## config.mk

```make
export PLATFORM = sky130hd
export DESIGN_NAME = shift_frame_deserializer
export DESIGN_NICKNAME = d
export VERILOG_FILES = /design/src/rtl/shift_link_pkg.sv /design/src/rtl/shift_frame_outreg.sv /design/src/rtl/shift_frame_deserializer.sv
export SDC_FILE = /design/constraint.sdc
export NUM_CORES = 1
export LEC_CHECK = 0
export CORE_ASPECT_RATIO = 1.1
export CORE_UTILIZATION = 48
export DETAILED_ROUTE_END_ITERATION = 10
export PLACE_DENSITY = 0.74
export SETUP_SLACK_MARGIN = 0.3
export SYNTH_ARGS = -nofsm -noshare
export SYNTH_HDL_FRONTEND = slang
export SYNTH_SLANG_ARGS = --single-unit
```

## constraint.sdc

```tcl
create_clock -name clk -period 2.02 [get_ports clk]
set_input_delay 0.606 -clock clk [delete_from_list [all_inputs] [get_ports clk]]
set_output_delay 0.606 -clock clk [all_outputs]
set_load 0.03 [all_outputs]
```

## src/rtl/shift_link_pkg.sv

```systemverilog
// Shared definitions for the serial shift-register link: FSM encoding,
// frame direction constants and transmitter mode codes.
package shift_link_pkg;

  typedef enum logic [1:0] {
    ST_IDLE  = 2'd0,
    ST_SHIFT = 2'd1,
    ST_STALL = 2'd2
  } state_t;

  localparam logic DIR_LSB_FIRST = 1'b0;
  localparam logic DIR_MSB_FIRST = 1'b1;

  // Mode codes of the matching bidirectional transmitter.
  typedef enum logic [1:0] {
    HOLD    = 2'b00,
    SHIFT_R = 2'b01,
    SHIFT_L = 2'b10,
    LOAD    = 2'b11
  } tx_mode_t;

endpackage

```

## src/rtl/shift_frame_outreg.sv

```systemverilog
// One-entry valid/ready holding register for assembled words.
// A load always wins over a consume on the same edge.
module shift_frame_outreg #(
  parameter int WIDTH = 4
) (
  input  logic             clk,
  input  logic             rst_n,
  input  logic             load,
  input  logic [WIDTH-1:0] load_data,
  input  logic             dout_ready,
  output logic             can_load,
  output logic [WIDTH-1:0] dout,
  output logic             dout_valid
);

  assign can_load = !dout_valid || dout_ready;

  always_ff @(posedge clk or negedge rst_n) begin
    if (!rst_n) begin
      dout       <= '0;
      dout_valid <= 1'b0;
    end else if (load) begin
      dout       <= load_data;
      dout_valid <= 1'b1;
    end else if (dout_ready) begin
      dout_valid <= 1'b0;
    end
  end

endmodule

```

## src/rtl/shift_frame_deserializer.sv

```systemverilog
// Serial-to-parallel receiver: assembles WIDTH-bit frames MSB- or LSB-first
// and hands them to a valid/ready consumer, stalling the serial side when full.
module shift_frame_deserializer
  import shift_link_pkg::*;
#(
  parameter int WIDTH = 4,
  parameter int CW    = $clog2(WIDTH + 1)
) (
  input  logic             clk,
  input  logic             rst_n,
  input  logic             sin,
  input  logic             sin_valid,
  output logic             sin_ready,
  input  logic             msb_first,
  input  logic             clear,
  output logic [WIDTH-1:0] dout,
  output logic             dout_valid,
  input  logic             dout_ready,
  output logic [CW-1:0]    bit_cnt,
  output logic             overrun
);

  localparam logic [CW-1:0] LAST_CNT = CW'(WIDTH - 1);
  localparam logic [CW-1:0] FULL_CNT = CW'(WIDTH);

  state_t           state, state_nxt;
  logic [WIDTH-1:0] shreg, shreg_nxt, shreg_shift;
  logic [CW-1:0]    cnt_nxt;
  logic             dir, dir_nxt, ovr_nxt;
  logic             eff_dir, load, can_load;
  logic [WIDTH-1:0] load_data;

  assign sin_ready = (state != ST_STALL);

  // The first bit of a frame shifts with the live direction input.
  assign eff_dir     = (bit_cnt == '0) ? msb_first : dir;
  assign shreg_shift = eff_dir ? {shreg[WIDTH-2:0], sin} : {sin, shreg[WIDTH-1:1]};

  always_ff @(posedge clk or negedge rst_n) begin
    if (!rst_n) begin
      state   <= ST_IDLE;
      shreg   <= '0;
      bit_cnt <= '0;
      dir     <= DIR_MSB_FIRST;
      overrun <= 1'b0;
    end else begin
      state   <= state_nxt;
      shreg   <= shreg_nxt;
      bit_cnt <= cnt_nxt;
      dir     <= dir_nxt;
      overrun <= ovr_nxt;
    end
  end

  always_comb begin
    state_nxt = state;
    shreg_nxt = shreg;
    cnt_nxt   = bit_cnt;
    dir_nxt   = dir;
    ovr_nxt   = overrun;
    load      = 1'b0;
    load_data = shreg_shift;
    if (clear) begin
      state_nxt = ST_IDLE;
      shreg_nxt = '0;
      cnt_nxt   = '0;
      ovr_nxt   = 1'b0;
    end else begin
      if (sin_valid && !sin_ready) ovr_nxt = 1'b1;
      case (state)
        ST_STALL: begin
          if (dout_ready) begin
            load      = 1'b1;
            load_data = shreg;
            state_nxt = ST_IDLE;
            shreg_nxt = '0;
            cnt_nxt   = '0;
          end
        end
        default: begin
          if (sin_valid) begin
            if (bit_cnt == '0) dir_nxt = msb_first;
            if (bit_cnt == LAST_CNT) begin
              if (can_load) begin
                load      = 1'b1;
                state_nxt = ST_IDLE;
                shreg_nxt = '0;
                cnt_nxt   = '0;
              end else begin
                state_nxt = ST_STALL;
                shreg_nxt = shreg_shift;
                cnt_nxt   = FULL_CNT;
              end
            end else begin
              state_nxt = ST_SHIFT;
              shreg_nxt = shreg_shift;
              cnt_nxt   = bit_cnt + CW'(1);
            end
          end
        end
      endcase
    end
  end

  shift_frame_outreg #(.WIDTH(WIDTH)) u_outreg (
    .clk        (clk),
    .rst_n      (rst_n),
    .load       (load),
    .load_data  (load_data),
    .dout_ready (dout_ready),
    .can_load   (can_load),
    .dout       (dout),
    .dout_valid (dout_valid)
  );

endmodule

```

* Word-level counts from Yosys, hierarchy flattened
Index checks and enable logic that the tools add are counted.
Storage, ports and cells: memories 0, latch bits 0, word-level logic and storage cells 57, register bits after elaboration 16, output and inout port bits 10, RAM bits 0, ROM bits 0
Cells by class: add/sub/neg operators 1, div/mod/pow operators 0, shift-type cells 0, bitwise operators 2, multiply operators 0, muxes and demuxes 33, magnitude comparators 0, eq/ne operators 4, reductions and logical operators 10
Operators by type and width (number):
- $mux 4 | 10
- $mux 3 | 6
- $mux 2 | 6
- $mux 1 | 11
- $reduce_bool 2->1 | 2
- $add 3x1->3 const B | 1
- $eq 3x2->1 const B | 1
- $logic_not 3->1 | 1
- $ne 3x3->1 const B | 1
- $reduce_and 3->1 | 1
- $reduce_bool 3->1 | 1
- $eq 2x2->1 const B | 1
- $logic_not 1->1 | 2
- $ne 2x2->1 const B | 1
- $not 1->1 | 2
- $reduce_and 2->1 | 1
- $logic_and 1x1->1 | 1
- $logic_or 1x1->1 | 1

* Longest topological paths before layout
depth in word-level cells 8, gate-level depth with buffers 6

* Cells and area by module
A second synthesis with hierarchy kept.
Unflattened totals: cell total of the unflattened synthesis 73, area total of the unflattened synthesis 842.1 µm²
By module, submodules not included:
- shift_frame_deserializer | cells an instance 62, instances 1, area each 659.4 µm², seq. area each 276.5 µm²
- shift_frame_outreg | cells an instance 11, instances 1, area each 182.7 µm², seq. area each 125.1 µm²

* Worst setup path after synthesis
No wires, ideal clock.
path type register -> register, start register bit_cnt[0], end register u_outreg.dout[3], data arrival time 1589 ps, cell stages (with the launch flop) 7, data required time 1887 ps, clock period less this slack 1721 ps, path buffers 0, path slack 299 ps, cells stage by stage dfrtp_1 > inv_1 > ha_1 > nor2b_2 > mux2i_4 > mux2i_1 > o211ai_1
Between the ends: word-level cells in the longest chain between the ends 6, elaborated cells on any way between the ends 11, classes of those cells eq/ne (1); mux (9); reduce/logical (1)
RTL lines:
- from (decl) | line shift_frame_deserializer.sv:19 | output logic [CW-1:0] bit_cnt,
- from (signal assigned) | line shift_frame_deserializer.sv:49 | bit_cnt <= cnt_nxt;
- $logic_not 3->1 | line shift_frame_deserializer.sv:36 | assign eff_dir = (bit_cnt == '0) ? msb_first : dir;
- $mux 1
- $mux 4 | line shift_frame_deserializer.sv:37 | assign shreg_shift = eff_dir ? {shreg[WIDTH-2:0], sin} : {sin, shreg[WIDTH-1:1]};
- $mux 4 | line shift_frame_deserializer.sv:72 | if (dout_ready) begin
- $mux 4 | line shift_frame_deserializer.sv:70 | case (state)
- $mux 4 | line shift_frame_deserializer.sv:63 | if (clear) begin
- to (signal assigned) | line shift_frame_outreg.sv:23 | dout <= load_data;
- to (decl) | line shift_frame_outreg.sv:12 | output logic [WIDTH-1:0] dout,
Parallel ways exist; a longest one is shown, timed or not. A chain may end at the register's enable or synchronous reset.

* Final worst setup path
start register bit_cnt[1], end output bit_cnt[1]
No word-level cell between the ends.

==> run_results.csv <==
group,metric,value,unit
power,power.density,649,nW/um^2
place,gp_congestion,0.716,
sta,fin_worst_skew,0.00757,ns
global_route,grt_first_pass_wirelength,2690,microns
logic_synthesis,synth_nets,84,
clocking,hold_buffers,0,
min_path,min_from,"overrun",
route,drt-vias-per-instance,5.80,
finish,area_growth,37.6,%
floorplan,initial_utilization,0.511,
logic_synthesis,ys_seq_area_frac,0.498,
sta,final_max_slew_viol_count,0,
setup_path,critPathTopFamily,"flip-flops",
setup_path,path_class,"reg -> out",
route,wl_per_cell,14.8,microns
finish,antennaDiodeCount,0,
sta,maxSlewHeadroom,0.779,
logic_synthesis,async_reset_ff_frac,1.00,
route,firstDrtPassIters,4,
setup_path,startpoint,"bit_cnt[1]",
sta,period_share,0.851,
route,ant_nets,0,
clocking,cts_buffers,3,
global_route,grt_max_degree,11,
place,io_buffer_count,16,
global_route,grt-ovfl-total,0,
clocking,cts_htree_levels,1,
route,vias,708,
power,leakagePower,0.504,nW
sta,finalSetupViolCount,0,
setup_path,worst-path-buf-inv,1,
clocking,cts_root_buffer,"clkbuf_4",
setup_path,r2r-start,"bit_cnt[1]",
clocking,clk_pin_slew_worst_paths,0.10,ns
logic_synthesis,ys_warn_count,0,
floorplan,io_pins,17,
power,ir_drop,0.508,mV
logic_synthesis,synth_edf_count,0,
sta,rsz0062_at_grt,"yes",
setup_path,end_kind,"output pin",
route,wirelength,1810,microns
route,drc,0,
clocking,cts_sinks,16,
floorplan,dieWidth,41.1,microns
setup_path,arrival,1.11,ns
sta,hold_ws,0.515,ns
logic_synthesis,syn-cell-area,806,sq um
setup_path,cp_max_fo,4,
floorplan,die_h,45.0,microns
finish,nets,115,
setup_path,critPathSlowestCell,"dfrtp_1",
setup_path,path_cells,"dlygate4sd2_1",
clocking,cts_tree,"yes",
logic_synthesis,synth_ff_type,"dfrtp_1",
logic_synthesis,syn_avg_cell_area,10.7,sq um
place,dp_hpwl,1270,microns
logic_synthesis,syn_inst,75,
setup_path,slowest_delay,0.42,ns
floorplan,die_area,1850,sq um
place,dpl-instance-area,1030,sq um
setup_path,start_kind,"flip-flop",
clocking,cts_buffer_depth,2,
logic_synthesis,ys_ff_latch,16,
run,drv_cap,0,
global_route,grt_pass1_vias,650,
finish,final_area,1110,sq um
sta,fin_crit,1.72,ns
logic_synthesis,netlist-cell-type-count,28,
sta,finalSetupTns,0,ns
sta,fmax,581,MHz
global_route,antenna_found_initial,0,
status,status,"finished clean",
floorplan,rows,15,
route,detail_route.iter0.violations,12,
finish,drive_gt1_frac,0.286,
finish,fill_cells,128,
clocking,clkLatencyLatePin,0.29,ns
setup_path,required,1.41,ns
floorplan,core_area,1580,sq um
sta,final_hold_viol_count,0,
sta,worst_pin_slew,0.330,ns
min_path,holdCritPathClass,"reg -> reg",
global_route,grtUsageTotal,0.221,
-- what timing repair did --
item                       in CTS  in global routing
setup buffers                   0                  4
resized for setup              14                  7
cloned                          0                  0
setup endpoints to repair      14                 12
pin swaps                       0                  2
-- stage by stage --
step	setup WS, ns	total power, mW	std cells	util
6_report	0.300	0.719	122	0.703
3_5_place_dp	0.0954	0.503	114	0.656
5_1_grt	0.232	0.748	122	0.703
2_1_floorplan	0.337	0.443	75	-
3_3_place_gp	0.115	0.501	114	0.656
4_1_cts	0.0666	0.715	118	0.678
-- layout make-up --
cell class | instances | area, sq um | share of cell area
clock buffer | 4 | 36.3 | 0.0327
timing repair buffer | 26 | 223 | 0.201
multi-input combinational | 54 | 407 | 0.367
inverter | 5 | 18.8 | 0.0169
tap | 17 | 21.3 | 0.0192
sequential | 16 | 403 | 0.363
-- cell families (layout without fill, tap and decap cells) --
kind of cell               after synthesis  in the layout  synth area share
AOI/OAI and AO/OA                       16             16             0.141
adders and majority gates                2              2            0.0311
buffers and inverters                    5             35            0.0233
DFF                                     16             16             0.498
muxes                                    6              6            0.0916
and+or+nand+nor                         30             30             0.214
-- sequential cells by signal, summed over array words and instances, names as in the netlist --
register             flops
bit_cnt                  3
shreg                    4
dir                      1
u_outreg.dout_valid      1
u_outreg.dout            4
state                    2
overrun                  1
-- power breakdown --
| part | total (mW) | switching (mW) | internal [mW] |
|---|---|---|---|
| registers | 0.360 | 0.0165 | 0.343 |
| clock network | 0.214 | 0.104 | 0.110 |
| logic | 0.146 | 0.0748 | 0.0709 |
-- per-layer routing --
metal | share of wire | global-route usage | up-vias | routed length (microns)
met3 | 0.042 | 0.0296 | 5 | 75
met1 | 0.42 | 0.282 | 343 | 758
met2 | 0.52 | 0.350 | 22 | 936
li1 | - | - | 338 | -
met5 | 0 | 0 | - | 0
met4 | 0.019 | 0.120 | 0 | 34
-- cells in the final DEF (no fill, tap or decap), types with 4 or more instances in the layout --
cell and n:
o211ai_1 4, nand2_1 10, nand3_1 8, a21oi_1 4, dfrtp_1 14, buf_4 10
o2bb2ai_1 4, dlygate4sd2_1 7, clkdlybuf4s50_1 6
-- synthesized netlist by cell type, types with 2 or more instances --
master      n  area (sq um)
nand2b_1    2          12.5
mux2i_1     4          40.0
ha_1        2          25.0
nand2_1    10          37.5
o211ai_1    4          30.0
o2bb2ai_1   4          35.0
dfrtp_1    15           375
a21oi_1     4          20.0
nand3_1     8          40.0
inv_1       4          15.0
-- path summary, 6_finish.rpt --
check / end / slack [ns] / cells after the start
max: bit_cnt[1] / 0.30 / 1
min: overrun / 0.51 / 2
max reg2reg: u_outreg.dout[2] / 0.33 / 6
min reg2reg: overrun / 0.51 / 2
max in group asynchronous: shreg[2] / 0.99 / 2
min in group asynchronous: state[0] / 0.57 / 1
-- worst reg2reg max path: stages (launching register included) --
cell	delay, ns
dfrtp_1	0.43
inv_2	0.09
ha_4	0.12
nor2b_4	0.17
mux2i_4	0.34
mux2i_2	0.30
o211ai_1	0.14
Power figures use the tool's default switching activity.
